### config.mk
export PLATFORM = sky130hd
export DESIGN_NAME = alu_issue_stage
export DESIGN_NICKNAME = d
export VERILOG_FILES = /design/src/rtl/alu_issue_stage.sv
export SDC_FILE = /design/constraint.sdc
export NUM_CORES = 1
export LEC_CHECK = 0
export CORE_MARGIN = 2
export CORE_UTILIZATION = 48
export CTS_CLUSTER_DIAMETER = 100
export DETAILED_ROUTE_END_ITERATION = 10
export PLACE_DENSITY = 0.85
export SKIP_LAST_GASP = 1
export SLEW_MARGIN = 20
export SYNTH_ARGS = -nofsm -noshare
export SYNTH_HDL_FRONTEND = slang
export SYNTH_SLANG_ARGS = --single-unit
### constraint.sdc
create_clock -name clk -period 7.7 [get_ports clk]
set_input_delay 1.54 -clock clk [delete_from_list [all_inputs] [get_ports clk]]
set_output_delay 1.54 -clock clk [all_outputs]
set_load 0.02 [all_outputs]
### src/rtl/alu_issue_stage.sv
// alu_issue_stage: decodes ALU operands, applies write-back forwarding and
// presents them through a registered main+skid buffer with valid/ready on both sides.
module alu_issue_stage #(
  parameter int DEPTH = 2
) (
  input  logic        clk,
  input  logic        rst,
  input  logic        in_valid,
  output logic        in_ready,
  input  logic [31:0] instr,
  input  logic [31:0] rs_data,
  input  logic [31:0] rt_data,
  input  logic        wb_we,
  input  logic [4:0]  wb_rd,
  input  logic [31:0] wb_data,
  input  logic        flush,
  output logic        out_valid,
  input  logic        out_ready,
  output logic [31:0] rs1,
  output logic [31:0] rs2,
  output logic [5:0]  opcode,
  output logic [5:0]  funct,
  output logic [4:0]  dest,
  output logic        illegal
);
  if (DEPTH != 2) begin : g_depth
    $error("alu_issue_stage supports DEPTH=2 only");
  end
  typedef struct packed {
    logic        v;
    logic [31:0] a;
    logic [31:0] b;
    logic [5:0]  op;
    logic [5:0]  fn;
    logic [4:0]  dst;
    logic [4:0]  ra;
    logic [4:0]  rb;
    logic        rb_reg;
    logic        ill;
  } ent_t;
  // Register-sourced operands track later write-backs; index 0 and immediates never change.
  function automatic ent_t fwd(input ent_t e, input logic we, input logic [4:0] rd, input logic [31:0] d);
    fwd = e;
    if (we && e.ra != 5'd0 && e.ra == rd) fwd.a = d;
    if (we && e.rb_reg && e.rb != 5'd0 && e.rb == rd) fwd.b = d;
  endfunction
  ent_t m, s, raw, nw;
  logic [5:0] op, fn;
  logic [4:0] rs, rt, rd;
  logic r_type, fn_ok, op_ok, sext, shamt, imm_sel, issue, acc, unused_bits;
  logic [31:0] imm;
  assign op = instr[31:26];
  assign fn = instr[5:0];
  assign rs = instr[25:21];
  assign rt = instr[20:16];
  assign rd = instr[15:11];
  assign unused_bits = ^instr[10:6];
  assign r_type = op == 6'd0;
  assign fn_ok = fn inside {[6'd8:6'd13], [6'd16:6'd20], [6'd25:6'd27], 6'd40, 6'd48, 6'd49};
  assign op_ok = op inside {6'd8, 6'd9, 6'd16, 6'd17, 6'd18, 6'd24, 6'd25, 6'd26, 6'd48};
  assign sext = op == 6'd8 || op == 6'd9;
  assign shamt = op inside {6'd24, 6'd25, 6'd26};
  assign imm_sel = !r_type && op_ok;
  assign imm = sext ? {{16{instr[15]}}, instr[15:0]} : shamt ? {27'b0, instr[4:0]} : {16'b0, instr[15:0]};
  // Illegal decodes fall back to R-type operand handling.
  always_comb begin
    raw = ent_t'(0);
    raw.v = 1'b1;
    raw.a = rs == 5'd0 ? 32'd0 : rs_data;
    raw.b = imm_sel ? imm : rt == 5'd0 ? 32'd0 : rt_data;
    raw.op = op;
    raw.fn = fn;
    raw.dst = imm_sel ? rt : rd;
    raw.ra = rs;
    raw.rb = rt;
    raw.rb_reg = !imm_sel;
    raw.ill = r_type ? !fn_ok : !op_ok;
  end
  assign nw = fwd(raw, wb_we, wb_rd, wb_data);
  assign issue = m.v & out_ready;
  assign acc = in_valid & ~s.v;
  always_ff @(posedge clk or posedge rst) begin
    if (rst) begin
      m <= ent_t'(0);
      s <= ent_t'(0);
    end else if (flush) begin
      m.v <= 1'b0;
      s.v <= 1'b0;
    end else if (!m.v || issue) begin
      m <= s.v ? fwd(s, wb_we, wb_rd, wb_data) : acc ? nw : ent_t'(0);
      s.v <= 1'b0;
    end else begin
      m <= fwd(m, wb_we, wb_rd, wb_data);
      s <= s.v ? fwd(s, wb_we, wb_rd, wb_data) : acc ? nw : s;
    end
  end
  assign in_ready = ~s.v;
  assign out_valid = m.v;
  assign rs1 = m.a;
  assign rs2 = m.b;
  assign opcode = m.op;
  assign funct = m.fn;
  assign dest = m.dst;
  assign illegal = m.ill;
endmodule

== After elaboration in Yosys (flattened, before gate mapping) ==
Index checks and enable logic that the tools add are counted.

* Equality and inequality tests: 18
* Bitwise operators: 5
* Mux-type cells: 21
* $lt $le $gt $ge: 6
* Reductions and logical operators: 47

{| class="wikitable"
|+ Operators by type and width
! cell !! count
|-
| 2-to-1 mux 94 bit || 5
|-
| 2-to-1 mux 32 bit || 10
|-
| == test 6 x 5 -> 1 bit, second input constant || 6
|-
| == test 5 bit || 6
|-
| nonzero test 5 bit || 6
|-
| == test 6 bit, second input constant || 4
|-
| logical AND 1 bit || 19
|-
| 2-to-1 mux 16 bit || 1
|-
| == test 6 x 4 -> 1 bit, second input constant || 2
|-
| greater-or-equal comparator 6 x 5 -> 1 bit, second input constant || 2
|-
| <= comparator 6 x 5 -> 1 bit, second input constant || 2
|-
| zero test 5 bit || 2
|-
| nonzero test 9 bit || 1
|-
| nonzero test 2 bit || 4
|-
| greater-or-equal comparator 6 x 4 -> 1 bit, second input constant || 1
|-
| <= comparator 6 x 4 -> 1 bit, second input constant || 1
|-
| zero test 6 bit || 1
|-
| AND reduction 2 bit || 3
|-
| nonzero test 6 bit || 1
|-
| zero test 1 bit || 5
|-
| 2-to-1 mux 5 bit || 1
|-
| 2-to-1 mux 1 bit || 4
|-
| AND reduction 4 bit || 1
|-
| NOT 1 bit || 3
|-
| other kinds (4) || 6
|}

* Register bits after elaboration: 188
* Word-level logic and storage cells: 117
* Bits of input ports: 139
* Output and inout bits: 84

== Longest topological paths before layout ==
Gate-level depths: netlist of the first run.

* Depth in word-level cells: 12
* Gate-level depth with buffers: 9
* Mapped depth without buffers: 6

== Least setup slack after synthesis of the first run ==
Ideal clock, no wire load.

* Path kind: input port to flip-flop
* From: input instr[30]
* To: register s[15] (netlist name)
* Buffers on the path: 2
* Stages: 7
* Slack: 4.522 ns
* Arrival time: 3.054 ns
* Required time: 7.575 ns
* Setup time: 0.125 ns
* Cell sequence: buf_2 -> nor4b_2 -> a211oi_2 -> or2_1 -> buf_4 -> mux2_1 -> mux2_2

* Cells in the longest elaborated chain, start to end: 4

{| class="wikitable"
|+ Ends and longest elaborated chain
! element !! RTL line !! text
|-
| from (decl) || 10 || <nowiki>input logic [31:0] instr,</nowiki>
|-
| == test 6 x 4 -> 1 bit (tied with other cells) || 60 || <nowiki>assign op_ok = op inside {6'd8, 6'd9, 6'd16, 6'd17, 6'd18, 6'd24, 6'd25, 6'd26, 6'd48};</nowiki>
|-
| nonzero test 9 bit / zero test 1 bit (equally long branches) || 60, 63 ||
|-
| logical AND 1 bit * || 63 || <nowiki>assign imm_sel = !r_type && op_ok;</nowiki>
|-
| 2-to-1 mux 5 bit * || 73 || <nowiki>raw.dst = imm_sel ? rt : rd;</nowiki>
|-
| to (signal assigned) || 85 || <nowiki>s <= ent_t'(0);</nowiki>
|-
| to (signal assigned) || 94 || <nowiki>s <= s.v ? fwd(s, wb_we, wb_rd, wb_data) : acc ? nw : s;</nowiki>
|-
| to (decl) || 47 || <nowiki>ent_t m, s, raw, nw;</nowiki>
|}

Every way passes the cells marked *; elsewhere a longest branch is shown, timed or not.
A chain may end at the register's enable or synchronous reset.

== Worst setup path in the final report of the first run ==
* From: input wb_rd[2]
* To: register s[43] (netlist name)

* Cells in the longest elaborated chain, start to end: 5

{| class="wikitable"
|+ Ends and longest elaborated chain
! element !! RTL line !! text
|-
| from (decl) || 14 || <nowiki>input logic [4:0] wb_rd,</nowiki>
|-
| == test 5 bit || 45 || <nowiki>if (we && e.rb_reg && e.rb != 5'd0 && e.rb == rd) fwd.b = d;</nowiki>
|-
| logical AND 1 bit || 45 ||
|-
| 2-to-1 mux 32 bit || 45 ||
|-
| 2-to-1 mux 94 bit || 94 ||
|-
| 2-to-1 mux 94 bit * || 94 ||
|}

Every way passes the cells marked *; elsewhere a longest branch is shown, timed or not. The select of a mux whose other input is x is not followed.

==> summary.txt, run 1 <==
Run status
  • Status: finished clean

Global route
  • Remaining global-route overflow: 0
  • Largest net degree at the start of global routing: roughly 140
  • GRT Util Overall: around 28%
  • Number of global-route vias before repair: 10.4k
  • First-pass GRT wire length: about 58000 microns
  • Initial antenna violation count: 5

Cells and area
  • NumNets Final: 1473
  • Fin area: 14000 sq um
  • Post-layout util: 57.8%
  • Share of layout cells above drive strength 1: 12.0%
  • Synth-to-layout area growth: 18.7%
  • Filler cell count in the final layout: 1998

Clock network
  • Root buffer cell: clkbuf_16
  • Post-CTS Setup Bufs: 0
  • Worst skew pair latency: 0.45 ns
  • CTS tree: done
  • Post_cts resized: 0
  • Clock slew at reported path FFs: 0.08 ns
  • Hold-fix buffers, CTS: 0
  • H-tree lvl count: 4
  • Clk sinks: approximately 190
  • Clock buffer depth: 2
  • Num CTS Buffers: 17

Die
  • Core area: 24200 sq um
  • Chip height: 161 microns
  • # rows: 57
  • # IOs: 223
  • Die Span X: between 150 and 200 microns
  • Initial Utilization: 48.7%
  • Die area: 25800 sq um

Routing
  • Average routed wire per standard cell: between 20 and 25 microns
  • Post-route ant nets: 0
  • Drt drc: 0
  • Final wirelength: between 30000 and 40000 microns
  • Vias post-DR: between 10k and 15k
  • Via-to-Cell Ratio: 6.32
  • Initial DRC Count: 1049
  • Pre-antenna DRT Iters: 5

Power
  • Clock power frac: 31.3%
  • Part of the power in registers: 43.8%
  • Comb power frac: approximately 25%
  • Cell area power density: 215 nW/um^2
  • IR drop worst, VDD: between 0.1 and 0.15 mV
  • NetSw: 981 uW
  • Net Sw Frac: 32.6%
  • Tot Pwr: ~3000 uW
  • Leakage Power: 0.00569 uW
  • P_int: 2030 uW

Worst setup path
  • Crit path DAT: around 4.8 ns
  • Worst Setup SP: wb_rd[2]
  • R2r worst-path depth: 7
  • RR Endpoint: s[59]
  • Crit end category: flop
  • Flop2flop setup slack: 4.84 ns
  • Startpoint types: input port
  • CP Data Required Time: 7.98 ns
  • CP max FO: 19
  • Crit Path Category: in -> reg
  • Critical R2R Launch: s[3]
  • Critical Path End: s[43]

Timing
  • Setup violations, final: 0
  • Final clock period utilization by the worst path: 58.2%
  • RSZ-0062 raised after global routing: false
  • Relative slew slack: between 10% and 20%
  • Hold WS: approximately 0.48 ns
  • Slew Limit Fails: 0
  • Clock Skew: around 0.011 ns
  • Final TNS setup: 0 ns
  • Worst slew pin tran: 1.21 ns
  • Minimum clock period: about 4.5 ns
  • Max Fclk: 0.223 GHz
  • Final hold violation count: 0

Logic synthesis
  • Post-synth top flop: dfrtp_1
  • Synth Register Bits: 188
  • Syn avg cell area: 9.27 sq um
  • FFs w/ async S/R, synth: 100%
  • Syn Inst Count: 1270
  • Number of synthesized flops with an enable pin: 0
  • Unique masters post-synth: 61
  • Synth Net Count: 1409
  • Synthesized area: 11800 sq um
  • Synth warnings: 0
  • Sequential area share after synthesis: 40.0%

Place
  • Gp weighted congestion: 0.938
  • IO Port Bufs: roughly 220
  • DP Area: 13400 sq um
  • DP Wirelength: 24300 microns

Min path
  • Hold Path Class: reg -> reg
  • Hold depth: 1

Job
  • Max Cap Violations: 0
## flip-flops by register name (all words and copies together), names as in the netlist
signal and flops:
m 11, s 94, funct 6, dest 5, rs1 32, illegal 1
out_valid 1, rs2 32, opcode 6
## synth_stat cells, types with 18 or more instances
cell / n / area [sq um]
dfrtp_1: 188 / 4700
a311oi_1: 32 / 280
buf_4: 86 / 646
nor2_1: 160 / 601
a22oi_1: 29 / 218
o21ai_0: 42 / 210
clkbuf_1: 61 / 229
and4_1: 33 / 289
a31oi_2: 30 / 375
a21oi_1: 72 / 360
mux2_4: 30 / 450
mux2_2: 29 / 327
a21o_1: 34 / 255
buf_6: 18 / 203
a31oi_1: 79 / 494
nand2_1: 113 / 424
## power by group through the flow
| stage | clock [uW] | combinational (uW) | sequential (uW) |
|---|---|---|---|
| floorplan | 0 | 536 | 1280 |
| global placement | 0 | 720 | 1320 |
| detailed placement | 0 | 743 | 1330 |
| CTS | 952 | 748 | 1310 |
| global route | 987 | 807 | 1340 |
| finish | 943 | 750 | 1320 |
## final cells by class
class	instances	area [sq um]	area share, %
inverters	12	52.6	0.376
repair buffers	237	2330	16.7
clock inverters	15	195	1.40
diodes	2	5.00	0.0358
well taps	324	405	2.90
multi-input cells	878	5850	41.9
clock buffers	17	425	3.04
flip-flops and latches	188	4710	33.7
## cell families (layout without fill, tap and decap cells)
logic type             Yosys count  count (layout)  share of synthesized area [%]
buffers and inverters          204             281                           10.6
XOR/XNOR                        26              26                           2.00
AO/OA/AOI/OAI                  383             383                           23.1
flip-flops                     188             188                           40.0
multiplexers                    76              76                           8.10
other                            0               2                              0
AND/OR/NAND/NOR                393             393                           16.2
## per-layer routing
layer	track usage (%)	wire (microns)	share of wire, %	up-vias
met2	43.0	16500	45	651
met5	0	0	0	-
met3	6.97	3620	9.8	99
li1	-	-	-	4684
met4	12.3	1490	4.0	0
met1	38.2	15300	41	5138
## per-stage QoR
step	setup slack (ns)	std cells
floorplan	1.05	1270
global placement	3.00	1639
detailed placement	2.90	1639
CTS	3.36	1671
global route	3.07	1673
finish	3.22	1673
## worst max-delay path, cell delays in order
cell and delay (ns):
clkdlybuf4s50_1 0.66, xnor2_2 0.33, nand2_1 0.34, nor2_2 0.78, nand2_1 0.53, o221ai_1 0.42
a31oi_1 0.13
## how the worst min path moves through the flow
stage,startpoint,endpoint
final,rs1[22],rs1[22]
after global routing,rs1[30],rs1[30]
after CTS,rs1[22],rs1[22]
after detailed placement,rs1[21],rs1[21]
after global placement,rs1[13],rs1[13]
after floorplan,s[25],s[25]
## placed cells by master (no fill, tap or decap), types with 3 or more instances in the layout
cell type,netlist,routed
and2_1,13,13
mux2_1,5,5
and3_1,11,11
nand4_1,7,7
a311oi_1,32,32
a21o_1,34,33
xnor2_1,9,9
inv_1,12,11
nand2_1,113,113
o31ai_1,5,5
mux2i_1,12,12
mux2_4,30,30
a31oi_1,79,79
nor2_1,160,159
o221ai_1,11,11
nor3_1,6,5
nor4_1,10,10
and4_1,33,33
nor3_2,2,3
inv_6,0,5
inv_8,0,4
o21a_1,12,12
clkdlybuf4s50_1,0,222
xor2_1,16,16
o21ai_0,42,42
o211ai_1,15,15
a211oi_2,4,4
buf_4,86,15
a31oi_2,30,30
clkbuf_16,0,17
or2_0,3,3
or3_1,14,14
nor2b_1,4,3
a22oi_1,29,29
a21oi_1,72,72
a211oi_1,11,11
dfrtp_1,188,187
mux2_2,29,29
Power figures use the tool's default switching activity.
==> run 2, diff against run 1 <==
Settings changed: PLACE_DENSITY 0.85 to 0.87.
Clock period 7.7 ns to 3.9 ns, I/O delays scaled along.
==> run 2 against run 1 <==
Compared with the run above:
- non-clock buffer count increased by 16
- sequential share of layout area decreased by 0.43 points
- via count increased by 0.58%
==> summary.txt, run 2 (synthesis results as in run 1) <==
Clock network
  • Post-CTS Setup Bufs: 0
  • Clock buffer depth: 2
  • Post_cts resized: 0
  • CTS tree: done
  • Worst skew pair latency: roughly 0.44 ns
  • Hold-fix buffers, CTS: 0
  • Num CTS Buffers: 17
  • Root buffer cell: clkbuf_16
  • H-tree lvl count: 4
  • Clk sinks: 188
  • Clock slew at reported path FFs: 0.08 ns

Power
  • Leakage Power: 0.00577 uW
  • IR drop worst, VDD: 0.317 mV
  • Cell area power density: 416 nW/um^2

Place
  • IO Port Bufs: 222
  • DP Wirelength: 25100 microns
  • Gp weighted congestion: 0.963
  • DP Worst Slack: 0.0769 ns

Timing
  • Relative slew slack: between 30% and 40%
  • Setup violations, final: 0
  • Final clock period utilization by the worst path: 88.5%
  • Final hold violation count: 0
  • Worst slew pin tran: 0.987 ns
  • RSZ-0062 raised after global routing: false
  • Final WS setup: roughly 0.45 ns
  • Minimum clock period: between 3 and 4 ns
  • Slew Limit Fails: 0
  • Max Fclk: around 0.29 GHz
  • Final TNS setup: 0 ns
  • Clock Skew: about 0.015 ns

Routing
  • Pre-antenna DRT Iters: 6
  • Vias post-DR: 10.6k
  • Post-route ant nets: 0
  • Drt drc: 0
  • Final wirelength: approximately 37000 microns
  • Average routed wire per standard cell: 21.7 microns
  • Via-to-Cell Ratio: 6.29
  • Initial DRC Count: 1204

Die
  • # rows: 57
  • Chip height: roughly 160 microns
  • # IOs: 223
  • Die area: around 26000 sq um
  • Initial Utilization: 48.7%
  • Core area: 24200 sq um
  • Die Span X: 161 microns

Global route
  • Largest net degree at the start of global routing: 130
  • Remaining global-route overflow: 0
  • GRT Util Overall: 28.1%
  • Number of global-route vias before repair: roughly 10k
  • Initial antenna violation count: 4
  • First-pass GRT wire length: 57500 microns

Worst setup path
  • CP Data Required Time: between 4 and 5 ns
  • Crit Path Category: in -> reg
  • Critical Path Max Stage Delay: 0.79 ns
  • Slowest CP cell: nor3_2
  • Crit path max-delay family: simple AND/OR/NAND/NOR gates
  • Startpoint types: input port
  • Crit end category: flop
  • CP bufs+invs: 1
  • Crit-path cells: clkdlybuf4s50_1 > a21oi_1 > o211a_1 > nor3_2 > nand2_1 > o221ai_1 > a31oi_1
  • CP max FO: 13
  • Crit path DAT: between 3 and 4 ns

Cells and area
  • Largest Register: s
  • Max reg flops: 94
  • NumNets Final: 1489
  • Share of layout cells above drive strength 1: 13.1%
  • Most frequent cells in the layout: 222 x clkdlybuf4s50_1, 187 x dfrtp_1, 159 x nor2_1
  • Synth-to-layout area growth: 20.3%
  • Commonest non-fill, non-tap cell in the layout: clkdlybuf4s50_1

Min path
  • Hold Path Class: reg -> reg

Job
  • Max Cap Violations: 0

Run status
  • Status: finished clean
## run 2: cell count changes in the layout (fill, tap and decap cells not counted), sizes merged
cell	delta
clkbuf	+1
diode	+1
bufinv	-1
buf	+16
clkinvlp	+3
inv	-3
## run 2: path summary, 6_finish.rpt
path | start | end | slack (ns) | cells after the start
worst min register to register | rs1[29] | rs1[29] | 0.48 | 1
worst max register to register | s[93] | rs1[23] | 1.10 | 6
worst min-delay path | rs1[29] | rs1[29] | 0.48 | 1
worst max-delay path | instr[27] | rs2[11] | 0.45 | 7
max in group asynchronous | rst | rs2[12] | 2.48 | 3
min in group asynchronous | rst | s[3] | 0.76 | 2
## run 2: final cells by class
class	instances	area (sq um)
Clock inverter	14	154
Sequential cell	188	4710
Tap cell	324	405
Clock buffer	18	439
Multi-Input combinational cell	878	5850
Timing Repair Buffer	253	2540
Antenna cell	3	7.51
Inverter	12	48.8
Fill cell	2011	10000
## run 2: per-layer routing
metal	up-vias	track usage, %	routed length (microns)
li1	4729	-	-
met2	681	41.6	16200
met3	111	7.00	3680
met4	2	13.3	1650
met1	5110	38.9	15100
met5	-	0	13
## run 2: metrics by stage
stage	util [%]	std cells	hold slack [ns]	cell area [sq um]	power [uW]
after CTS	58.5	1687	0.483	14100	5880
after floorplan	-	1270	0.451	11800	3600
after global placement	56.1	1655	0.463	13600	4050
after global routing	58.6	1690	0.499	14200	6120
after detailed placement	56.1	1655	0.465	13600	4110
final	58.6	1690	0.480	14200	5880
## run 2: worst register-to-register path, stage by stage, from the launching register on
cell	delay (ns)
dfrtp_4	0.71
nor2b_4	0.23
o21a_4	0.68
and4_1	0.41
a31oi_2	0.05
a311oi_1	0.55
a21o_1	0.13
## run 2: where the power goes
part / internal [uW] / total, uW / switching (uW) / leakage (uW)
Combinational: 711 / 1510 / 795 / 0.00323
Sequential: 2340 / 2600 / 264 / 0.00226
Clock: 926 / 1780 / 851 / 0.000284
==> run 3, diff against run 2 <==
Settings changed: CAP_MARGIN set to 0.
==> results of run 3 <==
Same layout as run 2: the final DEF is identical, and so are final timing and power.
